===== src/rtl/sdram_arbit.sv =====
// SDRAM command-bus arbiter: the init sequencer owns the bus until init_end, then
// auto-refresh, write and read are granted one at a time, each until its end pulse.
module sdram_arbit #(
    parameter logic [3:0]  CMD_NOP = 4'b0111,
    parameter int unsigned ADDR_W  = 13,
    parameter int unsigned BA_W    = 2
) (
    input  logic              init_clk,
    input  logic              init_rst_n,
    input  logic              init_end,
    input  logic [3:0]        init_cmd,
    input  logic [ADDR_W-1:0] init_addr,
    input  logic [BA_W-1:0]   init_bank,
    input  logic              aref_req,
    input  logic              aref_end,
    input  logic [3:0]        aref_cmd,
    input  logic [ADDR_W-1:0] aref_addr,
    input  logic [BA_W-1:0]   aref_bank,
    input  logic              wr_req,
    input  logic              wr_end,
    input  logic [3:0]        wr_cmd,
    input  logic [ADDR_W-1:0] wr_addr,
    input  logic [BA_W-1:0]   wr_bank,
    input  logic              rd_req,
    input  logic              rd_end,
    input  logic [3:0]        rd_cmd,
    input  logic [ADDR_W-1:0] rd_addr,
    input  logic [BA_W-1:0]   rd_bank,
    output logic              aref_en,
    output logic              wr_en,
    output logic              rd_en,
    output logic              sdram_cke,
    output logic              sdram_cs_n,
    output logic              sdram_ras_n,
    output logic              sdram_cas_n,
    output logic              sdram_we_n,
    output logic [BA_W-1:0]   sdram_ba,
    output logic [ADDR_W-1:0] sdram_addr
);

    typedef enum logic [2:0] {
        StInit  = 3'd0,
        StArbit = 3'd1,
        StAref  = 3'd2,
        StWrite = 3'd3,
        StRead  = 3'd4
    } state_e;

    state_e            r_state;
    logic              r_last_wr;
    logic [3:0]        w_cmd;
    logic [ADDR_W-1:0] w_addr;
    logic [BA_W-1:0]   w_bank;

    always_ff @(posedge init_clk or negedge init_rst_n) begin
        if (!init_rst_n) begin
            r_state   <= StInit;
            r_last_wr <= 1'b0;
        end else begin
            case (r_state)
                StInit: begin
                    if (init_end) r_state <= StArbit;
                end
                StArbit: begin
                    // Refresh first; a wr/rd tie alternates on last_wr so neither starves.
                    if (aref_req)              r_state <= StAref;
                    else if (wr_req && rd_req) r_state <= r_last_wr ? StRead : StWrite;
                    else if (wr_req)           r_state <= StWrite;
                    else if (rd_req)           r_state <= StRead;
                end
                StAref: begin
                    if (aref_end) r_state <= StArbit;
                end
                StWrite: begin
                    if (wr_end) begin
                        r_state   <= StArbit;
                        r_last_wr <= 1'b1;
                    end
                end
                StRead: begin
                    if (rd_end) begin
                        r_state   <= StArbit;
                        r_last_wr <= 1'b0;
                    end
                end
                default: r_state <= StInit;
            endcase
        end
    end

    assign aref_en = (r_state == StAref);
    assign wr_en   = (r_state == StWrite);
    assign rd_en   = (r_state == StRead);

    always_comb begin
        w_cmd  = CMD_NOP;
        w_addr = '1;
        w_bank = '1;
        case (r_state)
            StInit: begin
                w_cmd  = init_cmd;
                w_addr = init_addr;
                w_bank = init_bank;
            end
            StAref: begin
                w_cmd  = aref_cmd;
                w_addr = aref_addr;
                w_bank = aref_bank;
            end
            StWrite: begin
                w_cmd  = wr_cmd;
                w_addr = wr_addr;
                w_bank = wr_bank;
            end
            StRead: begin
                w_cmd  = rd_cmd;
                w_addr = rd_addr;
                w_bank = rd_bank;
            end
            default: ;
        endcase
    end

    assign sdram_cke = 1'b1;
    assign {sdram_cs_n, sdram_ras_n, sdram_cas_n, sdram_we_n} = w_cmd;
    assign sdram_addr = w_addr;
    assign sdram_ba   = w_bank;

endmodule

===== config.mk =====
export PLATFORM = sky130hd
export DESIGN_NAME = sdram_arbit
export DESIGN_NICKNAME = d
export VERILOG_FILES = /design/src/rtl/sdram_arbit.sv
export SDC_FILE = /design/constraint.sdc
export NUM_CORES = 1
export LEC_CHECK = 0
export CORE_AREA = 2 2 64 66
export CTS_CLUSTER_DIAMETER = 200
export CTS_CLUSTER_SIZE = 20
export DETAILED_ROUTE_END_ITERATION = 7
export DIE_AREA = 0 0 66 68
export PLACE_DENSITY = 0.8
export SYNTH_ARGS = -nofsm -noshare
export SYNTH_HDL_FRONTEND = slang
export SYNTH_SLANG_ARGS = --single-unit

===== constraint.sdc =====
create_clock -name init_clk -period 1.75 [get_ports init_clk]
set_input_delay 0.35 -clock init_clk [delete_from_list [all_inputs] [get_ports init_clk]]
set_output_delay 0.35 -clock init_clk [all_outputs]
set_load 0.02 [all_outputs]

* Word-level counts from Yosys, hierarchy flattened *
Index checks and enable logic that the tools add are counted.

word-level totals
  bits in registers = 4
  input port bits = 85
  latch bits = 0
  memories = 0
  ROM bits = 0
  RAM bits = 0
  word-level logic and storage cells = 32

operators by class
  add/subtract/negate cells = 0
  multipliers = 0
  multiplexer cells = 16
  bitwise logic cells = 0
  shifts and indexed selects = 0
  $lt $le $gt $ge = 0
  div/mod/pow operators = 0
  reductions and logical operators = 5
  eq/ne operators = 9

operators with widths
  kind                count
  $pmux 13 s4         1
  $mux 3              9
  $pmux 4 s4          1
  $pmux 3 s5          1
  $ne 2x2->1 const B  4
  $pmux 2 s4          1
  $eq 3x2->1 const B  2
  $ne 5x5->1 const B  1
  $reduce_and 5->1    1
  $eq 3x1->1 const B  1
  $eq 3x3->1 const B  1
  $logic_not 3->1     1
  $reduce_and 3->1    1
  $mux 1              2
  $pmux 1 s2          1
  $reduce_bool 2->1   1
  $logic_and 1x1->1   1

* Depth between registers and ports, before layout *
Gate-level depths: netlist of run 1.

  word-level depth = 5
  gate-level depth with buffers = 5

* Worst setup path after synthesis of run 1 *
OpenSTA, ideal clock, no wires.

  path kind = reg-to-output
  start = reg r_state[1]
  end = out sdram_addr[1]
  setup slack = -2 ps
  data required time = 1,400 ps
  path buffers = 2
  arrival time = 1,402 ps
  stages on the path, launching flop included = 6
  path through = dfrtp_1 > buf_6 > inv_1 > nor2_1 > clkbuf_1 > a22oi_1

on the way
  word-level cells in the longest chain between the ends = 2
  elaborated cells on any way between the ends = 5
  those cells by class = 3 x eq/ne; 1 x mux; 1 x reduce/logical

RTL lines
  element                             RTL line  RTL
  from (decl)                         49        state_e r_state;
  from (signal assigned)              57        r_state <= StInit;
  from (signal assigned)              62        if (init_end) r_state <= StArbit;
  from (signal assigned)              66        if (aref_req) r_state <= StAref;
  $eq 3x3->1 (tied with other cells)  99        case (r_state)
  $pmux 13 s4 *                       99
  to (decl)                           38        output logic [ADDR_W-1:0] sdram_addr

Every way passes the cells marked *; elsewhere a longest branch is shown, timed or not.

* Worst setup path after layout of run 1 *
  start = reg r_state[2]
  end = reg r_state[0]

on the way
  word-level cells in the longest chain between the ends = 3
  elaborated cells on any way between the ends = 12
  those cells by class = 9 x eq/ne; 1 x mux; 2 x reduce/logical

RTL lines
  element                                                    RTL line  RTL
  $eq 3x1->1 (tied with other cells)                         60        case (r_state)
  $ne 5x5->1 (no line) / $ne 2x2->1 (equally long branches)  -
  $reduce_and 5->1 (no line)                                 -

Several ways; a longest one is shown, not always the timed one.
A chain may end at the register's enable or synchronous reset.

==> results of run 1 <==
## layer usage
metal / up-vias / part of all wire [%] / track usage (%)
li1: 648 / - / -
met5: - / 0 / 0
met2: 62 / 54 / 29.9
met4: 0 / 0.94 / 4.59
met3: 4 / 5.6 / 1.64
met1: 626 / 39 / 21.2
## through the flow
step	area (um^2)	hold WS (ps)	power, mW
6_report	2320	337	3.23
5_1_grt	2320	352	3.43
4_1_cts	2170	338	2.89
3_5_place_dp	2090	553	2.64
3_3_place_gp	2090	511	2.62
2_1_floorplan	881	54.4	1.53
## Yosys cell counts (all sizes together), types with 2 or more instances
library cell and number:
a21oi 3, a22oi 18, buf 8, clkbuf 2
dfrtp 4, inv 3, mux2i 38, nand2 3
nor2 6
## sequential cells by signal, indices dropped and copies added, names as in the netlist
signal     cells
r_state        3
r_last_wr      1
## layout make-up
| cell class | instances | area (um^2) |
|---|---|---|
| Fill cell | 354 | 1540 |
| Timing Repair Buffer | 137 | 1350 |
| Multi-Input combinational cell | 83 | 747 |
| Sequential cell | 4 | 103 |
| Tap cell | 50 | 62.6 |
| Clock buffer | 3 | 41.3 |
| Inverter | 3 | 11.3 |
## critical path: stages, from the launching register on
cell and delay [ps]:
dfrtp_2 420, buf_8 140, or4b_4 530, o311ai_4 280, mux2_4 330
## kinds of logic (layout without fill, tap and decap cells)
logic type	after synthesis	in the layout	share of synthesized area, %
AO/OA/AOI/OAI	27	27	24.5
buffers and inverters	13	143	7.69
flip-flops	4	4	11.4
multiplexers	39	39	45.0
other	1	1	0.427
AND/OR/NAND/NOR	16	16	11.0
## worst paths after layout
kind,startpoint,cells after the start,slack [ps],to
max,r_state[2]$_DFFE_PN0P_,4,-70,r_state[0]$_DFFE_PN0P_
min in group init_clk,r_last_wr$_DFFE_PN0P_,2,540,r_last_wr$_DFFE_PN0P_
max in group asynchronous,init_rst_n,1,1230,r_state[0]$_DFFE_PN0P_
min,init_rst_n,1,340,r_last_wr$_DFFE_PN0P_
min reg2reg,r_last_wr$_DFFE_PN0P_,2,540,r_last_wr$_DFFE_PN0P_
max reg2reg,r_state[2]$_DFFE_PN0P_,4,-70,r_state[0]$_DFFE_PN0P_
## power by group through the flow
stage / combinational (mW) / clock [mW] / sequential, mW
after floorplan: 1.39 / 0 / 0.146
after global placement: 2.45 / 0 / 0.168
after detailed placement: 2.47 / 0 / 0.171
after CTS: 2.50 / 0.201 / 0.194
after global routing: 3.02 / 0.212 / 0.201
final: 2.84 / 0.197 / 0.194
## what timing repair did
item	CTS	global route
gates cloned	0	1
setup buffers	9	6
endpoints found under the setup margin	24	19
pin swaps	8	6
resized for setup	102	33
==> impl_results.md, run 1 <==
* Status: finished with violations
* Failing checks: setup timing
* CTS root buffer: clkbuf_8
* Worst clock skew at roughly 1.6 ps
* Die height at 68 um
* Post-Layout Cell Count at 280
* P_int at around 1.8 mW
* Later-pin clock latency in the skew report at 220 ps
* Seq/Total Area, Yosys at between 10% and 20%
* RSZ-0062 raised after global routing: yes
* Post-synth EDFFs at 0
* Ports at between 100 and 150
* Clock Sinks at 4
* Largest net degree at the start of global routing at 17
* Post-layout util at roughly 60%
* H-Tree Depth at 1
* Sw Pwr at around 1.4 mW
* DR vias at 1340
* Clock tree buffer depth at 2
* I/O Buffers at approximately 110
* Die Width at 66 um
* Static leakage at around 0.99 nW
* Avg Vias per Cell at 4.79
* Setup crit start kind: register
* Clk network pwr share at 6.1%
* Routed WL per cell at roughly 14 um
* Routed WL at between 4000 and 5000 um
* Core area at roughly 3900 um^2
* Antenna viol nets, final at 0
* Pwr dens at ~1400 nW/um^2
* FF+latch count, synth at 4
* Ant. Diodes at 0
* Top cells by area, synth: mux2i_1, a22oi_1, dfrtp_1
* CTS Buf Count at 3
* Final hold violation count at 0
* # setup viols final at 2
* Crit path max fanout at 4
* Post-synth top flop: dfrtp_1
* Initial Util at a little under a quarter
* Switching share of power at a little over two fifths
* Vias in the first global route at between 1k and 1.5k
* Commonest non-fill, non-tap cell in the layout: clkdlybuf4s50_1
* Final Max Tran Viols at 0
* Area leader, netlist: mux2i_1
* Req. time, crit path at around 1900 ps
* # rows at 23
* Initial drt markers at 30
* DRC errors left at 0
* CTS tree: done
* Cell variety after synth at 27
* HP Class: in2async
* Share of the synthesized area in the top cell type at around 43%
* Drt first pass iters at 4
* Yosys Warn Count at 0
* Clk slew on worst S/H paths at roughly 30 ps
* Worst setup path class: reg2reg
* Die area at 4490 um^2
* Post-placement cell count at roughly 260
* Worst Path Arrival at approximately 1900 ps
* Area of the mapped netlist at a little under 900 um^2
* Peak VDD IR at roughly 0.00062 V
* GRT Total Usage at 16.6%
* Worst Slack Setup Final at -73.0 ps
* Initial antenna violation count at 0
* Max Cap Viol at 0
* Peak Freq at around 0.55 GHz
* Final period util at 104%
* Area grow syn2layout at 164%
* First-pass GRT wire length at 5810 um
* Commonest non-fill, non-tap cells in the layout: clkdlybuf4s50_1, mux2i_1, buf_4
* Combinational power share at 87.9%
* Global route overflow at 0
* Setup crit end kind: register
* Syn Nets at between 150 and 200
* # nets final at approximately 320
* Worst slack at placement at -439 ps
* Final min period at ~1800 ps
* Mapped Avg Cell Area at 8.78 um^2
* Post-CTS Hold Fix Bufs at 0
* Setup_tns at -78.6 ps
* Cells after synthesis at 100
* Share of cells above drive strength 1 at about 30%
* Reg power frac at approximately 6.0%
* DP HPWL at ~3000 um
* Ys async rst share at 100%
* Gp weighted congestion at between 0.7 and 0.8
Power figures use the tool's default switching activity.
==> run 2: changes to the inputs <==
--- a/config.mk
+++ b/config.mk
@@ -11,6 +11,7 @@
 export DETAILED_ROUTE_END_ITERATION = 7
 export DIE_AREA = 0 0 66 68
 export PLACE_DENSITY = 0.8
+export SKIP_LAST_GASP = 1
 export SYNTH_ARGS = -nofsm -noshare
 export SYNTH_HDL_FRONTEND = slang
 export SYNTH_SLANG_ARGS = --single-unit
==> run 2 against run 1 <==
Against the previous run:
- worst hold slack worse by 4.5 ps
- final cell count unchanged
- design area down 1.0%
- first-iteration DRC count up 33%
- critical path depth unchanged
- the flow still finishes with violations (setup timing)
- utilization down 0.62 points
==> impl_results.md, run 2 (same netlist as run 1, synthesis figures left out) <==
* Setup crit end kind: register
* Clock Sinks at 4
* Routed WL per cell at around 15 um
* Die area at between 4000 and 5000 um^2
* Max reg flops at 3
* Setup crit start kind: register
* Gp weighted congestion at approximately 0.77
* CTS root buffer: clkbuf_8
* Slowest-stage cell, CP: or4b_4
* Core area at ~3900 um^2
* Req. time, crit path at approximately 1900 ps
* Area grow syn2layout at 161%
* Vias in the first global route at 1269
* H-Tree Depth at 1
* Pwr dens at 1370 nW/um^2
* Later-pin clock latency in the skew report at around 220 ps
* # nets final at roughly 320
* Die height at 68 um
* Initial drt markers at 40
* Post-Layout Cell Count at between 200 and 300
* Worst Slack Setup Final at -77.2 ps
* Antenna viol nets, final at 0
* CP max stage delay at 530 ps
* Final min period at ~1800 ps
* Placed inst area at 2090 um^2
* DRC errors left at 0
* Peak VDD IR at 0.000598 V
* Largest net degree at the start of global routing at 17
* Peak Freq at 0.547 GHz
* Design area at 2290 um^2
* Failing checks: setup timing
* Top reg by flops: r_state
* Initial antenna violation count at 0
* Static leakage at ~0.97 nW
* Ant. Diodes at 0
* DR vias at approximately 1.3k
* Die Width at 66 um
* CTS tree: done
* Final period util at 104%
* Final hold violation count at 0
* CP cell instances: buf_8 -> or4b_4 -> o311ai_4 -> mux2_4
* Initial Util at about 23%
* GRT Total Usage at 16.6%
* Worst setup path class: reg2reg
* Avg Vias per Cell at between 4 and 5
* Status: finished with violations
* DP HPWL at 3010 um
* Worst Path Arrival at approximately 1900 ps
* Worst clock skew at between 1.5 and 2 ps
* Worst Setup SP: r_state[2]$_DFFE_PN0P_
* Global route overflow at 0
* Post-CTS Hold Fix Bufs at 0
* Final Max Tran Viols at 0
* Commonest non-fill, non-tap cell in the layout: clkdlybuf4s50_1
* R2r startpoint: r_state[2]$_DFFE_PN0P_
* # rows at 23
* Ports at 108
* Drt first pass iters at 4
* Routed WL at 4070 um
* HP Class: in2async
* CTS Buf Count at 3
* I/O Buffers at 106
* Top flop regs: r_state: 3 flops, r_last_wr: 1 flops
* Crit path max fanout at 4
* Max Cap Viol at 0
* Share of cells above drive strength 1 at approximately 30%
* First-pass GRT wire length at between 5000 and 6000 um
* Clk slew on worst S/H paths at about 30 ps
* # setup viols final at 7
* Clock tree buffer depth at 2
* Post-placement cell count at 261
* Commonest non-fill, non-tap cells in the layout: clkdlybuf4s50_1, mux2i_1, buf_4
* RSZ-0062 raised after global routing: yes
[run 2: cell types whose count changed in the layout (fill, tap and decap cells not counted)]
| cell | before | now |
|---|---|---|
| buf_2 | 3 | 8 |
| buf_4 | 34 | 29 |
| buf_6 | 7 | 6 |
| buf_8 | 2 | 1 |
| clkdlybuf4s15_2 | 0 | 1 |
| dlygate4sd2_1 | 0 | 1 |
| nor2_2 | 0 | 1 |
| nor2_4 | 3 | 2 |
[run 2: layer usage]
layer / GRT usage (%) / up-vias / share of wire, %
li1: - / 648 / -
met1: 21.2 / 623 / 39
met2: 29.9 / 64 / 54
met3: 1.64 / 5 / 5.6
met4: 4.59 / 0 / 0.93
met5: 0 / - / 0
[run 2: timing repair]
action | in CTS | in global routing
pin swaps | 3 | 6
gates resized for setup | 92 | 27
endpoints found under the setup margin | 24 | 19
cloned | 0 | 1
setup buffers | 9 | 6
[run 2: layout make-up]
type | instances | area (um^2)
Fill cell | 361 | 1560
Inverter | 3 | 11.3
Multi-Input combinational cell | 83 | 742
Clock buffer | 3 | 41.3
Sequential cell | 4 | 103
Timing Repair Buffer | 137 | 1330
Tap cell | 50 | 62.6
[run 2: worst max-delay path, delay by kind of cell (launching register included)]
kind	cells	cell delay (ps)
simple gates	1	530
flops	1	430
mux	1	330
compound gates	1	280
buf+inv	1	140
[run 2: through the flow]
| stage | TNS [ps] | setup slack, ps | total power, mW | hold WS [ps] | utilization, % |
|---|---|---|---|---|---|
| 2_1_floorplan | 0 | 3.92 | 1.53 | 54.4 | - |
| 3_3_place_gp | -7640 | -402 | 2.62 | 511 | 54.1 |
| 3_5_place_dp | -8500 | -439 | 2.64 | 553 | 54.1 |
| 4_1_cts | -738 | -130 | 2.84 | 338 | 56.0 |
| 5_1_grt | -1070 | -97.4 | 3.33 | 353 | 59.5 |
| 6_report | -181 | -77.2 | 3.15 | 332 | 59.5 |
[run 2: path summary, 6_finish.rpt]
check                                         end  cells after the start  slack [ps]
min in group init_clk       r_last_wr$_DFFE_PN0P_                      2         540
hold / removal              r_last_wr$_DFFE_PN0P_                      1         330
hold reg to reg             r_last_wr$_DFFE_PN0P_                      2         540
setup / recovery           r_state[0]$_DFFE_PN0P_                      4         -80
max in group asynchronous  r_state[0]$_DFFE_PN0P_                      1        1230
setup reg to reg           r_state[0]$_DFFE_PN0P_                      4         -80
[run 2: report_power, final]
| part | switching, mW | internal, mW | leakage (nW) |
|---|---|---|---|
| sequential | 0.0544 | 0.140 | 0.0452 |
| combinational | 1.28 | 1.47 | 0.908 |
| clock | 0.0529 | 0.147 | 0.0216 |
| total | 1.39 | 1.76 | 0.975 |
